[src/rtl/mux_scan_pkg.sv]
// Shared types and constants for the registered N-to-1 scan multiplexer.
package mux_scan_pkg;

    typedef enum logic {
        IDLE = 1'b0,
        HOLD = 1'b1
    } state_t;

    localparam logic MODE_MANUAL = 1'b0;
    localparam logic MODE_SCAN   = 1'b1;

endpackage

[src/rtl/mux_next_ch.sv]
// Priority finder: lowest set mask bit strictly above ptr, or at/above 0 when first is set.
module mux_next_ch #(
    parameter int unsigned N_CH  = 16,
    parameter int unsigned SEL_W = $clog2(N_CH)
) (
    input  logic [N_CH-1:0]  mask,
    input  logic [SEL_W-1:0] ptr,
    input  logic             first,
    output logic [SEL_W-1:0] idx_c,
    output logic             found_c
);

    // Descending walk so the last hit written is the lowest qualifying index.
    always_comb begin
        idx_c   = '0;
        found_c = 1'b0;
        for (int i = int'(N_CH) - 1; i >= 0; i--) begin
            if (mask[i] && (first || (i > int'(ptr)))) begin
                idx_c   = SEL_W'(i);
                found_c = 1'b1;
            end
        end
    end

endmodule

[src/rtl/mux_nto1_scan.sv]
// Registered N-to-1 channel mux with one-shot manual read and single-pass ascending scan,
// presenting each captured sample through a valid/ready handshake.
module mux_nto1_scan
    import mux_scan_pkg::*;
#(
    parameter int unsigned WIDTH = 8,
    parameter int unsigned N_CH  = 16,
    parameter int unsigned SEL_W = $clog2(N_CH)
) (
    input  logic                  clk,
    input  logic                  rst_n,
    input  logic [N_CH*WIDTH-1:0] data_in,
    input  logic [N_CH-1:0]       ch_en,
    input  logic                  mode,
    input  logic [SEL_W-1:0]      sel_in,
    input  logic                  start,
    input  logic                  abort,
    output logic [WIDTH-1:0]      out_data,
    output logic [SEL_W-1:0]      out_ch,
    output logic                  out_valid,
    input  logic                  out_ready,
    output logic                  busy,
    output logic                  done,
    output logic                  err
);

    localparam int unsigned N_PAD = 1 << SEL_W;

    state_t            state_q, state_d;
    logic [N_CH-1:0]   mask_q, mask_d;
    logic              mode_q, mode_d;
    logic [SEL_W-1:0]  sel_q, sel_d;
    logic              pend_q, pend_d;
    logic [WIDTH-1:0]  out_data_d;
    logic [SEL_W-1:0]  out_ch_d;
    logic              out_valid_d, busy_d, done_d, err_d;

    logic [WIDTH-1:0]  ch_data [N_PAD];
    logic [N_PAD-1:0]  en_pad;
    logic [SEL_W-1:0]  nxt_idx_c;
    logic              nxt_found_c;

    // Pad to a power of two so out-of-range selects read a disabled, zero channel.
    for (genvar k = 0; k < N_PAD; k++) begin : g_ch
        if (k < N_CH) begin : g_used
            assign ch_data[k] = data_in[k*WIDTH +: WIDTH];
        end else begin : g_pad
            assign ch_data[k] = '0;
        end
    end

    assign en_pad = N_PAD'(ch_en);

    mux_next_ch #(
        .N_CH  (N_CH),
        .SEL_W (SEL_W)
    ) u_next (
        .mask    (mask_q),
        .ptr     (out_ch),
        .first   (pend_q),
        .idx_c   (nxt_idx_c),
        .found_c (nxt_found_c)
    );

    // State and output registers.
    always_ff @(posedge clk or negedge rst_n) begin
        if (!rst_n) begin
            state_q   <= IDLE;
            mask_q    <= '0;
            mode_q    <= MODE_MANUAL;
            sel_q     <= '0;
            pend_q    <= 1'b0;
            out_data  <= '0;
            out_ch    <= '0;
            out_valid <= 1'b0;
            busy      <= 1'b0;
            done      <= 1'b0;
            err       <= 1'b0;
        end else begin
            state_q   <= state_d;
            mask_q    <= mask_d;
            mode_q    <= mode_d;
            sel_q     <= sel_d;
            pend_q    <= pend_d;
            out_data  <= out_data_d;
            out_ch    <= out_ch_d;
            out_valid <= out_valid_d;
            busy      <= busy_d;
            done      <= done_d;
            err       <= err_d;
        end
    end

    // Next-state and output logic; an accepted start arms a capture on the following edge.
    always_comb begin
        state_d     = state_q;
        mask_d      = mask_q;
        mode_d      = mode_q;
        sel_d       = sel_q;
        pend_d      = pend_q;
        out_data_d  = out_data;
        out_ch_d    = out_ch;
        out_valid_d = out_valid;
        done_d      = 1'b0;
        err_d       = 1'b0;

        if (abort) begin
            state_d     = IDLE;
            pend_d      = 1'b0;
            out_valid_d = 1'b0;
        end else begin
            case (state_q)
                IDLE: begin
                    if (start) begin
                        mask_d = ch_en;
                        mode_d = mode;
                        sel_d  = sel_in;
                        if (mode == MODE_SCAN) begin
                            if (ch_en == '0) begin
                                err_d = 1'b1;
                            end else begin
                                state_d = HOLD;
                                pend_d  = 1'b1;
                            end
                        end else if (!en_pad[sel_in]) begin
                            err_d = 1'b1;
                        end else begin
                            state_d = HOLD;
                            pend_d  = 1'b1;
                        end
                    end
                end
                HOLD: begin
                    if (pend_q) begin
                        pend_d      = 1'b0;
                        out_valid_d = 1'b1;
                        if (mode_q == MODE_SCAN) begin
                            out_ch_d   = nxt_idx_c;
                            out_data_d = ch_data[nxt_idx_c];
                        end else begin
                            out_ch_d   = sel_q;
                            out_data_d = ch_data[sel_q];
                        end
                    end else if (out_valid && out_ready) begin
                        if ((mode_q == MODE_SCAN) && nxt_found_c) begin
                            out_ch_d   = nxt_idx_c;
                            out_data_d = ch_data[nxt_idx_c];
                        end else begin
                            out_valid_d = 1'b0;
                            done_d      = 1'b1;
                            state_d     = IDLE;
                        end
                    end
                end
                default: state_d = IDLE;
            endcase
        end

        busy_d = (state_d != IDLE);
    end

endmodule
[config.mk]
export PLATFORM = sky130hd
export DESIGN_NAME = mux_nto1_scan
export DESIGN_NICKNAME = d
export VERILOG_FILES = /design/src/rtl/mux_scan_pkg.sv /design/src/rtl/mux_next_ch.sv /design/src/rtl/mux_nto1_scan.sv
export SDC_FILE = /design/constraint.sdc
export NUM_CORES = 1
export LEC_CHECK = 0
export ABC_AREA = 1
export CAP_MARGIN = 20
export CORE_MARGIN = 5
export CORE_UTILIZATION = 30
export CTS_CLUSTER_DIAMETER = 30
export DETAILED_ROUTE_END_ITERATION = 10
export RECOVER_POWER = 100
export SYNTH_ARGS = -nofsm -noshare
export SYNTH_HDL_FRONTEND = slang
export SYNTH_SLANG_ARGS = --single-unit
[constraint.sdc]
create_clock -name clk -period 2.1 [get_ports clk]
set_clock_uncertainty 0.05 [all_clocks]
set_input_delay 0.42 -clock clk [delete_from_list [all_inputs] [get_ports clk]]
set_output_delay 0.42 -clock clk [all_outputs]
set_load 0.005 [all_outputs]
==> results.ini <==
[cts]
clk_path_buf_depth=2
cts_sinks=38
cts_root_buf=clkbuf_16
h-tree-depth=2
cts_tree=built
clk_latency_ps=280
clkTransAtPathRegs_ps=60
cts_made_buffers=5
hold_buffers=0

[outcome]
violations=negative setup slack
status=finished, violations left

[synthesis]
yosys.area.top_type=dfrtp_1
synth_ff_type=dfrtp_1
synth_area_per_cell_um2=5.55
synth.area.mux_share_pct=0.928
synthCells=875
syn_nets=1029
synthAdderAreaFrac_pct=0
synth_area_mm2=0.00485
synth_compound_area_share_pct=23.7
synth_xor_area_share_pct=0
synth_edf_count=0
ys_types=34
synthSimpleGateAreaFrac_pct=39.9
yosysTopAreaCellShare_pct=19.6
async_flop_share_pct=100
ys_ff_latch=38
seq_area_frac_synth_pct=19.6
synth_warnings=0
synth_top_family_by_area=simple AND/OR/NAND/NOR gates
synth_area_leaders=dfrtp_1 (20%), nand2_1 (17%), nand3_1 (15%), o21ai_0 (10%), inv_1 (9.4%)

[setup_path]
worstRegToRegCells=28
crit_arrival_ps=2660
critPathLaunchType=flop
r2r_start=out_ch[3]
slowest_stage=dfrtp_1
worstReg2RegEnd=out_data[3]
max_stage_delay_ps=400
endpoint_kind=flop
criticalPathCategory=flop to flop
worstPathMaxFanout=20
cpMostUsedCell=nand2_1
r2r_slack_ps=-440
critPathRequiredTime_ps=2230

[power_and_ir_drop]
cellLeakagePower_nw=3.83
power.density_mw_per_mm2=1310
ir_drop_mv=0.749

[floorplan]
fp.dieArea_mm2=0.0188
die_h_um=137
core-area_mm2=0.0159
die_width_um=137
placementRows=46
start_util_pct=30.5
pin_count=170

[drt]
drcViolationCount=0
vias=6856
wl_um=22400
drt_iter0_drc=760
dr.pass1.iters=5
viasPerCell=5.25
ant_nets=0
avgRoutedWirePerCell_um=17.1

[place]
dp_cells=1287
gp_congestion=0.911
hpwl_um=17000
portBuffers=169

[timing]
rsz0062_at_grt=true
fin_ws_ps=-436
max_freq_mhz=394
hold_viol_final=0
maxSlewViolCount=0
period_share_pct=121
tightest_slew_ps=1080
layout_min_cycle_time_ps=2540
tns_ps=-4220
setup_viol=15
slew_headroom_pct=28.1

[final_layout]
antenna_cells=0
fin_nets=1244
area_delta_synth_final_pct=62.5
drive_above_1_share_pct=15.2
fillers=1660
final_cells=1307

[global_route]
antenna_found_initial=0
grt_overflow=0
grt_pass1_vias=6474
grt_max_degree=54
grt_usage_pct=23.2
grt_pass1_wl_um=34600

[worst_hold_path]
hp-class=primary input to asynchronous set/reset pin

[run]
max_cap_viol_count=0

sequential cells by signal, summed over array words and instances, names as in the netlist:
register and cells:
err 1, mode_q 1, mask_q 16, out_data 8, pend_q 1, out_ch 4, sel_q 4, done 1
out_valid 1, state_q 1
synth_stat cells (5+ instances only):
master / count
a21oi_1: 53
a31oi_1: 11
buf_2: 9
buf_4: 5
buf_6: 6
clkbuf_1: 38
dfrtp_1: 38
inv_1: 121
nand2_1: 219
nand3_1: 150
nand3b_1: 9
nor2_1: 51
o211ai_1: 19
o21ai_0: 100
o221ai_1: 11
stage by stage:
stage	utilization, %	setup slack [ps]	power [mW]	area, µm²	hold WS (ps)
floorplan	-	-166	5.46	4860	74.4
global placement	46.5	-561	8.47	7380	359
detailed placement	46.5	-520	8.50	7380	354
CTS	49.3	-437	10.2	7840	51.0
global route	49.6	-679	11.2	7890	356
finish	49.6	-436	10.4	7890	265
cell families (layout without fill, tap and decap cells):
kind of cell | Yosys count | in the layout
muxes | 4 | 4
AOI/OAI and AO/OA | 203 | 203
and+or+nand+nor | 444 | 444
buffers and inverters | 186 | 402
DFF | 38 | 38
worst max-delay path by stage:
stage	startpoint	to	slack [ps]	depth (start not counted)
floorplan	pend_q	out_data[4]	-170	26
global placement	out_ch[2]	out_data[4]	-560	14
detailed placement	out_ch[2]	out_data[4]	-520	18
CTS	out_ch[3]	out_data[4]	-440	27
global route	out_ch[3]	out_data[7]	-680	27
finish	out_ch[3]	out_data[3]	-440	28
area by class of cell:
type / count / area (µm²) / area share, %
inverter: 125 / 469 / 5.95
clock inverter: 3 / 40.0 / 0.508
sequential: 38 / 952 / 12.1
timing repair buffer: 269 / 2700 / 34.3
clock buffer: 5 / 125 / 1.59
multi-input combinational: 651 / 3330 / 42.2
tap: 216 / 270 / 3.43
power by group:
| group | switching [mW] | internal, mW |
|---|---|---|
| clock network | 0.303 | 0.556 |
| logic | 4.72 | 3.68 |
| registers | 0.177 | 0.930 |
what timing repair did:
| item | in CTS | in global routing |
|---|---|---|
| cloned | 2 | 1 |
| gates resized for setup | 52 | 23 |
| setup buffers | 12 | 1 |
| pin swaps | 37 | 11 |
| endpoints found under the setup margin | 15 | 16 |
layer usage:
layer | vias up | wire, µm | track usage [%]
li1 | 3335 | - | -
met3 | 44 | 1970 | 2.45
met1 | 3138 | 9810 | 33.3
met5 | - | 0 | 0
met2 | 339 | 10100 | 37.2
met4 | 0 | 571 | 6.32
layout by cell type, fill, tap and decap left out, types with 2 or more instances in the layout:
cell type / synthesis / final
a21oi_1: 53 / 50
a21oi_2: 0 / 3
a31oi_1: 11 / 10
buf_12: 0 / 15
buf_4: 5 / 68
buf_6: 6 / 11
clkbuf_1: 38 / 2
clkbuf_16: 0 / 6
clkbuf_2: 0 / 2
clkdlybuf4s50_1: 0 / 154
clkinv_2: 0 / 2
dfrtp_1: 38 / 37
dlygate4sd3_1: 0 / 13
inv_1: 121 / 114
inv_2: 4 / 11
mux2_2: 4 / 4
nand2_1: 219 / 209
nand2_2: 2 / 10
nand2_4: 1 / 3
nand3_1: 150 / 135
nand3_2: 0 / 15
nand3b_1: 9 / 9
nand4_1: 3 / 3
nor2_1: 51 / 47
nor2_4: 1 / 4
nor3_1: 4 / 2
nor3_4: 0 / 2
nor4_1: 3 / 2
o211ai_1: 19 / 19
o21ai_0: 100 / 94
o21ai_1: 0 / 6
o221ai_1: 11 / 11
worst max-delay path: cells and delay by family (launching register included):
| family | cells | cell delay [ps] |
|---|---|---|
| buf+inv | 2 | 320 |
| flops | 1 | 400 |
| simple gates | 26 | 1630 |
Power figures use the tool's default switching activity.
